**src/rtl/sevenseg_scan_ctrl_if.sv**
```systemverilog
// rtl/sevenseg_scan_ctrl_if.sv - switch inputs and display-drive outputs of the scan controller
// Signals:
//   sw, hex_mode            value and mode presented to the controller
//   nibble, blank, digit_en drive to the shared segment decoder and digit anodes
//   busy                    conversion/commit in progress
// master: the side supplying the switches and observing the display drive.
// slave : the controller itself.
interface sevenseg_scan_ctrl_if;
    logic [7:0] sw;
    logic       hex_mode;
    logic [3:0] nibble;
    logic       blank;
    logic [2:0] digit_en;
    logic       busy;

    modport master (
        output sw,
        output hex_mode,
        input  nibble,
        input  blank,
        input  digit_en,
        input  busy
    );

    modport slave (
        input  sw,
        input  hex_mode,
        output nibble,
        output blank,
        output digit_en,
        output busy
    );
endinterface

```
**src/rtl/sevenseg_scan_ctrl.sv**
```systemverilog
// rtl/sevenseg_scan_ctrl.sv - switch-to-digit conversion and three-digit multiplexed scan
// Converts the 8-bit switch value to two hex digits or three BCD digits (sequential
// double-dabble), then time-multiplexes one nibble decoder across three common-anode
// digits with a blanking gap at the start of every digit slot.
// Ports:
//   clk  system clock
//   rst  synchronous active-high reset
//   bus  slave side of sevenseg_scan_ctrl_if (sw, hex_mode in; nibble, blank,
//        digit_en, busy out)
module sevenseg_scan_ctrl #(
    parameter int REFRESH_DIV  = 12000,
    parameter int BLANK_CYCLES = 64,
    parameter int LZ_SUPPRESS  = 1
) (
    input  logic                  clk,
    input  logic                  rst,
    sevenseg_scan_ctrl_if.slave   bus
);

    localparam logic [15:0] SLOT_MAX = 16'(REFRESH_DIV - 1);
    localparam logic [15:0] BLANK_W  = 16'(BLANK_CYCLES);
    localparam logic        LZ_EN    = (LZ_SUPPRESS != 0);

    typedef enum logic [1:0] {S_IDLE, S_CONV, S_COMMIT} state_t;

    state_t      r_state;
    state_t      w_next;
    logic        w_capture;
    logic        w_changed;

    logic [8:0]  r_last_src;
    logic [7:0]  r_work;
    logic [11:0] r_bcd;
    logic [11:0] w_bcd_adj;
    logic [2:0]  r_bit_cnt;

    logic [3:0]  r_d2, r_d1, r_d0;
    logic        r_blank2, r_blank1, r_blank0;

    logic [15:0] r_slot_cnt;
    logic [1:0]  r_digit_idx;
    logic [3:0]  r_nibble;
    logic        r_blank;
    logic [2:0]  r_digit_en;

    logic [3:0]  w_sel_nib;
    logic        w_sel_blank;
    logic [2:0]  w_onehot;

    // Mode is part of the source so a mode toggle alone forces recomputation.
    assign w_changed = ({bus.hex_mode, bus.sw} != r_last_src);

    always_ff @(posedge clk) begin
        if (rst) begin
            r_state <= S_IDLE;
        end else begin
            r_state <= w_next;
        end
    end

    always_comb begin
        w_next    = r_state;
        w_capture = 1'b0;
        case (r_state)
            S_IDLE: begin
                if (w_changed) begin
                    w_capture = 1'b1;
                    w_next    = bus.hex_mode ? S_COMMIT : S_CONV;
                end
            end
            S_CONV: begin
                if (r_bit_cnt == 3'd7) begin
                    w_next = S_COMMIT;
                end
            end
            S_COMMIT: w_next = S_IDLE;
            default:  w_next = S_IDLE;
        endcase
    end

    // Double-dabble add-3 correction applied before each shift.
    always_comb begin
        w_bcd_adj = r_bcd;
        for (int i = 0; i < 3; i++) begin
            if (r_bcd[i*4 +: 4] >= 4'd5) begin
                w_bcd_adj[i*4 +: 4] = r_bcd[i*4 +: 4] + 4'd3;
            end
        end
    end

    always_ff @(posedge clk) begin
        if (rst) begin
            r_last_src <= 9'd0;
            r_work     <= 8'd0;
            r_bcd      <= 12'd0;
            r_bit_cnt  <= 3'd0;
            r_d2       <= 4'd0;
            r_d1       <= 4'd0;
            r_d0       <= 4'd0;
            r_blank2   <= 1'b1;
            r_blank1   <= 1'b1;
            r_blank0   <= 1'b0;
        end else if (w_capture) begin
            r_last_src <= {bus.hex_mode, bus.sw};
            r_work     <= bus.sw;
            r_bcd      <= 12'd0;
            r_bit_cnt  <= 3'd0;
        end else if (r_state == S_CONV) begin
            {r_bcd, r_work} <= {w_bcd_adj[10:0], r_work, 1'b0};
            r_bit_cnt       <= r_bit_cnt + 3'd1;
        end else if (r_state == S_COMMIT) begin
            // The work register still holds the captured value in hex mode
            // because no shifting happens on that path.
            if (r_last_src[8]) begin
                r_d2     <= 4'd0;
                r_d1     <= r_work[7:4];
                r_d0     <= r_work[3:0];
                r_blank2 <= 1'b1;
                r_blank1 <= 1'b0;
            end else begin
                r_d2     <= r_bcd[11:8];
                r_d1     <= r_bcd[7:4];
                r_d0     <= r_bcd[3:0];
                r_blank2 <= LZ_EN && (r_bcd[11:8] == 4'd0);
                r_blank1 <= LZ_EN && (r_bcd[11:4] == 8'd0);
            end
            r_blank0 <= 1'b0;
        end
    end

    always_comb begin
        w_sel_nib   = r_d0;
        w_sel_blank = r_blank0;
        w_onehot    = 3'b001;
        case (r_digit_idx)
            2'd1: begin
                w_sel_nib   = r_d1;
                w_sel_blank = r_blank1;
                w_onehot    = 3'b010;
            end
            2'd2: begin
                w_sel_nib   = r_d2;
                w_sel_blank = r_blank2;
                w_onehot    = 3'b100;
            end
            default: begin
                w_sel_nib   = r_d0;
                w_sel_blank = r_blank0;
                w_onehot    = 3'b001;
            end
        endcase
    end

    always_ff @(posedge clk) begin
        if (rst) begin
            r_slot_cnt  <= 16'd0;
            r_digit_idx <= 2'd0;
            r_nibble    <= 4'd0;
            r_blank     <= 1'b1;
            r_digit_en  <= 3'b000;
        end else begin
            if (r_slot_cnt == SLOT_MAX) begin
                r_slot_cnt  <= 16'd0;
                r_digit_idx <= (r_digit_idx == 2'd2) ? 2'd0 : r_digit_idx + 2'd1;
            end else begin
                r_slot_cnt <= r_slot_cnt + 16'd1;
            end
            // Anti-ghosting gap: anodes off, nibble held so segments do not glitch.
            if (r_slot_cnt < BLANK_W) begin
                r_digit_en <= 3'b000;
                r_blank    <= 1'b1;
            end else begin
                r_digit_en <= w_onehot;
                r_nibble   <= w_sel_nib;
                r_blank    <= w_sel_blank;
            end
        end
    end

    assign bus.nibble   = r_nibble;
    assign bus.blank    = r_blank;
    assign bus.digit_en = r_digit_en;
    assign bus.busy     = (r_state != S_IDLE);

endmodule

```
**src/flat_wrapper.sv**
```systemverilog
// flat-port wrapper written by rule: the top's interface ports become plain ports
module sevenseg_scan_ctrl_flat 
#(
    parameter int REFRESH_DIV  = 12000,
    parameter int BLANK_CYCLES = 64,
    parameter int LZ_SUPPRESS  = 1
)
  (clk, rst, bus_sw, bus_hex_mode, bus_nibble, bus_blank, bus_digit_en, bus_busy);
  sevenseg_scan_ctrl_if bus_i ();
  input  logic clk;
  input  logic rst;
  input wire logic [$bits(bus_i.sw)-1:0] bus_sw;
  input wire logic [$bits(bus_i.hex_mode)-1:0] bus_hex_mode;
  output wire logic [$bits(bus_i.nibble)-1:0] bus_nibble;
  output wire logic [$bits(bus_i.blank)-1:0] bus_blank;
  output wire logic [$bits(bus_i.digit_en)-1:0] bus_digit_en;
  output wire logic [$bits(bus_i.busy)-1:0] bus_busy;
  assign bus_i.sw = bus_sw;
  assign bus_i.hex_mode = bus_hex_mode;
  assign bus_nibble = bus_i.nibble;
  assign bus_blank = bus_i.blank;
  assign bus_digit_en = bus_i.digit_en;
  assign bus_busy = bus_i.busy;
  sevenseg_scan_ctrl #(.REFRESH_DIV(REFRESH_DIV), .BLANK_CYCLES(BLANK_CYCLES), .LZ_SUPPRESS(LZ_SUPPRESS)) u_core (.clk(clk), .rst(rst), .bus(bus_i));
endmodule
```
**config.mk**
```make
export PLATFORM = sky130hd
export DESIGN_NAME = sevenseg_scan_ctrl_flat
export DESIGN_NICKNAME = d
export VERILOG_FILES = /design/src/rtl/sevenseg_scan_ctrl_if.sv /design/src/rtl/sevenseg_scan_ctrl.sv /design/src/flat_wrapper.sv
export SDC_FILE = /design/constraint.sdc
export NUM_CORES = 1
export LEC_CHECK = 0
export CORE_MARGIN = 3
export CORE_UTILIZATION = 36
export CTS_BUF_LIST = sky130_fd_sc_hd__clkbuf_8
export CTS_CLUSTER_DIAMETER = 80
export CTS_CLUSTER_SIZE = 8
export DETAILED_ROUTE_END_ITERATION = 16
export REMOVE_ABC_BUFFERS = 1
export SYNTH_ARGS = -nofsm -noshare
export SYNTH_HDL_FRONTEND = slang
export SYNTH_SLANG_ARGS = --single-unit
```
**constraint.sdc**
```tcl
create_clock -name clk -period 2.4 [get_ports clk]
set_input_delay 0.48 -clock clk [delete_from_list [all_inputs] [get_ports clk]]
set_output_delay 0.48 -clock clk [all_outputs]
set_load 0.05 [all_outputs]
```
**After elaboration in Yosys (flattened, before gate mapping)**

Cells that the tools add are included.

- $lt $le $gt $ge: 4
- Equality and inequality tests: 9
- Bitwise logic cells: 2
- Reductions and logical operators: 10
- Mux-type cells: 20
- Add/sub/neg operators: 6

Operator list:

| cell | count |
|---|---|
| 2-to-1 mux 4 bit | 5 |
| adder 16 x 1 -> 16 bit, second input constant | 1 |
| equality test 16 x 14 -> 1 bit, second input constant | 1 |
| less-than comparator 16 x 7 -> 1 bit, second input constant | 1 |
| 2-to-1 mux 8 bit | 2 |
| greater-or-equal comparator 4 x 3 -> 1 bit, second input constant | 3 |
| inequality test 9 bit | 1 |
| adder 4 x 2 -> 4 bit, second input constant | 2 |
| zero test 8 bit | 1 |
| 2-to-1 mux 2 bit | 4 |
| case mux 4 bit (2 select lines) | 1 |
| case mux 3 bit (2 select lines) | 1 |
| OR reduction 2 bit | 3 |
| equality test 2 x 1 -> 1 bit, second input constant | 2 |
| equality test 2 bit, second input constant | 2 |
| zero test 4 bit | 1 |
| 2-to-1 mux 1 bit | 4 |
| inequality test 2 x 1 -> 1 bit, second input constant | 2 |
| case mux 2 bit (2 select lines) | 1 |
| nonzero test 2 bit | 2 |
| adder 3 x 1 -> 3 bit, second input constant | 1 |
| adder 3 x 2 -> 3 bit, second input constant | 1 |
| equality test 3 bit, second input constant | 1 |
| 2-to-1 mux 3 bit | 1 |
| 6 further kinds | 7 |

- Register bits after elaboration: 74
- Output and inout port bits: 9
- Logic and storage cells: 66
- Bits of input ports: 11

**Longest topological paths before layout**

- Depth after elaboration: 5
- Depth in mapped cells: 7
- Depth with buffers taken out: 7

**Worst setup path after synthesis**

OpenSTA, ideal clock, no wires.

- Path kind: reg-to-reg
- From: register u_core.r_slot_cnt[8]
- To: register u_core.r_slot_cnt[11]
- Slack: 640 ps
- Period minus slack after synthesis: 1760 ps
- Required time: 2285 ps
- Cell stages (with the launch flop): 7
- Arrival: 1645 ps
- Path buffers: 2
- Setup time: 115 ps
- Path through: dfxtp_1 > or4_4 > nor4b_4 > or2_1 > buf_6 > buf_12 > nor2_2

- Longest elaborated chain between the ends: 2
- Elaborated cells between the ends (all ways): 3
- Classes of those cells: add/sub: 1; eq/ne: 1; reduce/logical: 1

RTL lines:

| what | line | RTL |
|---|---|---|
| from (decl) | sevenseg_scan_ctrl.sv:40 | `logic [15:0] r_slot_cnt;` |
| from (signal assigned) | sevenseg_scan_ctrl.sv:166 | `r_slot_cnt <= r_slot_cnt + 16'd1;` |
| branches (longest 2 deep; another with adder 16 x 1 -> 16 bit) | -- |  |

Several ways; the timed one is not identified.
A chain may end at the register's enable or synchronous reset.

**Worst setup path after layout**

- From: register u_core.r_state[0]
- To: output bus_busy

- Longest elaborated chain between the ends: 1

RTL lines:

| what | line | RTL |
|---|---|---|
| from (decl) | sevenseg_scan_ctrl.sv:26 | `state_t r_state;` |
| from (signal assigned) | sevenseg_scan_ctrl.sv:57 | `r_state <= w_next;` |
| nonzero test 2 bit | sevenseg_scan_ctrl.sv:183 | `assign bus.busy = (r_state != S_IDLE);` |
| to (decl) | flat_wrapper.sv:17 | `output wire logic [$bits(bus_i.busy)-1:0] bus_busy;` |

Every way passes these cells.

==> flow_metrics.py <==
metrics = {
    "yosys": {
        "synth-edff-count": 0,
        "synth-main-ff-cell": "dfxtp_1",
        "synth_largest_area_cell": "dfxtp_1",
        "synth-seq-cells": 74,
        "synth-seq-area-share_pct": 42.0,
        "synth_top_area_share_pct": 42.0,
        "synth_area_per_cell_sq_um": 8.79,
        "netlist_area_sq_um": 3520,
        "synth_common_cells": "dfxtp_1 (74), nor2_1 (42), nand2_1 (38)",
        "ys_top_cells_by_area": "dfxtp_1 (42%), ha_1 (5.3%), a21oi_1 (5.0%)",
        "synthDistinctLibCells": 42,
        "synthArstFlopShare_pct": 0,
        "syn_inst": 401,
        "yosysMostFrequentCell": "dfxtp_1",
        "yosysWarnings": 0,
    },
    "setup_path": {
        "critPathMaxStageDelay_ns": 0.55,
        "arrival_ns": 1.73,
        "cp.buffers_inverters": 2,
        "cp_max_fo": 17,
        "cp-start-kind": "register",
        "crit_path_end_kind": "output port",
        "crit_chain": "nor2_1 -> inv_1 -> buf_4",
        "path_class": "register to output port",
        "cp_slowest_cell": "nor2_1",
        "critPathTopFamily": "simple AND/OR/NAND/NOR gates",
        "required_ns": 1.92,
    },
    "die": {
        "die_w_um": 105,
        "die_y_um": 105,
        "row_count": 35,
        "initial_core_util_pct": 37.6,
        "coreArea_sq_um": 9370,
        "die-area_sq_um": 11000,
        "io_pins": 20,
    },
    "pwr": {
        "leakagePower_nw": 1.40,
        "p_int_mw": 1.92,
        "p_switching_mw": 0.646,
        "switching_share_pct": 25.2,
        "powerDensity_nw_per_um2": 631,
        "ir_drop_v": 0.000298,
        "combPwrFrac_pct": 10.0,
        "power_frac_seq_pct": 51.5,
        "clkPwrFrac_pct": 38.5,
        "fin_total_pwr_mw": 2.56,
    },
    "clock_tree": {
        "htree_levels": 3,
        "clk_pin_slew_ns": 0.08,
        "clk_latency_ns": 0.35,
        "cts_buffer_depth": 2,
        "post_cts_buffers": 0,
        "cts_tree": "yes",
        "cts.sinks": 74,
        "postCtsResizedCells": 0,
        "hold_buffers": 0,
        "root_buffer": "clkbuf_8",
        "cts_buffers": 9,
    },
    "detailed_routing": {
        "drt_iter0_drc": 69,
        "routed_wirelength_um": 6910,
        "routedWlPerCell_um": 12.5,
        "ant_nets": 0,
        "vias": 2714,
        "drcViolationCount": 0,
        "vias_per_cell": 4.92,
        "firstDrtPassIters": 4,
    },
    "timing": {
        "slew_viol_final": 0,
        "setup_viol": 0,
        "fmax_ghz": 0.453,
        "grt_setup_unrepaired": "no",
        "fin_crit_ns": 2.21,
        "finalHoldViolCount": 0,
        "skew_ns": 0.0104,
        "slew_headroom_pct": 14.0,
        "fin_crit_sh_pct": 91.9,
        "worstMarginPinSlew_ns": 1.29,
    },
    "cells_and_area": {
        "syn_to_final_growth_pct": 15.2,
        "nNetsFinal": 444,
        "drive_gt1_share_pct": 9.69,
        "post-route-util_pct": 43.3,
        "antenna_cells": 0,
    },
    "place": {
        "port_buffers": 19,
        "hpwlAfterDp_um": 4840,
        "gp_congestion": 0.789,
    },
    "global_route": {
        "grt_pass1_vias": 2656,
        "grt_pass1_wl_um": 12200,
        "track_usage_pct": 13.5,
        "grt_max_degree": 47,
        "grt.overflow.total": 0,
        "antenna_found_initial": 0,
    },
    "run_status": {
        "outcome": "finished, final reports clean",
    },
    "run": {
        "maxCapViolations": 0,
    },
    "hold_path": {
        "hold_class": "register to register",
    },
}
## power by group through the flow
stage / Sequential, mW / Combinational [mW] / Clock [mW]
floorplan: 1.34 / 0.155 / 0
global placement: 1.35 / 0.252 / 0
detailed placement: 1.35 / 0.256 / 0
CTS: 1.32 / 0.257 / 1.02
global route: 1.33 / 0.284 / 1.08
finish: 1.32 / 0.255 / 0.987
## cell usage in the layout, fill, tap and decap left out, types with 8 or more instances in the layout
| master | synthesis | routed |
|---|---|---|
| xnor2_1 | 17 | 17 |
| clkbuf_8 | 0 | 11 |
| nand3b_1 | 12 | 12 |
| buf_4 | 0 | 8 |
| a211oi_1 | 13 | 13 |
| inv_1 | 11 | 11 |
| nor2_1 | 42 | 42 |
| a21oi_1 | 35 | 35 |
| clkdlybuf4s50_1 | 0 | 18 |
| dfxtp_1 | 74 | 74 |
| a22oi_1 | 11 | 11 |
| nand2_1 | 38 | 38 |
| nand2b_1 | 9 | 9 |
| ha_1 | 15 | 15 |
| mux2i_1 | 15 | 15 |
| nand3_1 | 12 | 12 |
| xor2_1 | 12 | 12 |
| nor2_2 | 10 | 10 |
| nor3_1 | 9 | 9 |
| o21ai_0 | 8 | 8 |
## worst register-to-register path: cells and delay by family, from the launching register on
kind               cells  cell delay (ns)
DFF                    1             0.50
AOI/OAI and AO/OA      1             0.18
and+or+nand+nor        2             1.23
## state kept, by name (all words and copies together), names as in the netlist
| name | count |
|---|---|
| u_core.r_slot_cnt | 16 |
| u_core.r_bcd | 12 |
| u_core.r_last_src | 9 |
| u_core.r_work | 8 |
| u_core.bus.nibble | 4 |
| u_core.r_d0 | 4 |
| u_core.r_d1 | 4 |
| u_core.r_d2 | 4 |
| u_core.bus.digit_en | 3 |
| u_core.r_bit_cnt | 3 |
| u_core.r_digit_idx | 2 |
| u_core.r_state | 2 |
| u_core.bus.blank | 1 |
| u_core.r_blank1 | 1 |
| u_core.r_blank2 | 1 |
## final timing paths
check	depth (start not counted)	slack, ns	to	startpoint
setup / recovery	3	0.19	bus_busy	u_core.r_state[0]
hold / removal	2	0.45	u_core.r_bcd[9]	u_core.r_bcd[9]
setup reg to reg	3	0.43	u_core.r_d2[2]	u_core.r_state[1]
hold reg to reg	2	0.45	u_core.r_bcd[9]	u_core.r_bcd[9]
## cell families (layout without fill, tap and decap cells)
group	Yosys count	after routing	share of synthesized area (%)
simple gates	154	154	22.7
flops	74	74	42.0
fa+ha+maj	15	15	5.32
buf+inv	33	55	4.30
xor+xnor	29	29	7.21
compound gates	80	80	13.9
mux	16	16	4.58
## metrics by stage
step                      setup slack [ns]  cell area, sq um  std cells  setup TNS, ns  hold slack (ns)
after CTS                            0.171              4060        552              0            0.458
after global placement               0.248              3860        536              0            0.441
after global routing                0.0138              4060        552              0            0.475
final                                0.193              4060        552              0            0.455
after detailed placement             0.175              3860        536              0            0.447
after floorplan                     -0.116              3410        379          -1.63            0.426
## routing by layer
metal | vias up | GRT usage, % | wire (um) | share of wire [%]
li1 | 1414 | - | - | -
met1 | 1248 | 17.3 | 3420 | 50
met2 | 48 | 21.6 | 3100 | 45
met3 | 4 | 4.82 | 325 | 4.7
met4 | 0 | 3.75 | 57 | 0.83
met5 | - | 0 | 0 | 0
## area by class of cell
type                            instances  area, sq um
Inverter                               11         41.3
Fill cell                             953         5310
Multi-Input combinational cell        294         1890
Sequential cell                        74         1480
Tap cell                              129          161
Clock inverter                          5         52.6
Clock buffer                           11          151
Timing Repair Buffer                   28          280
Power figures use the tool's default switching activity.
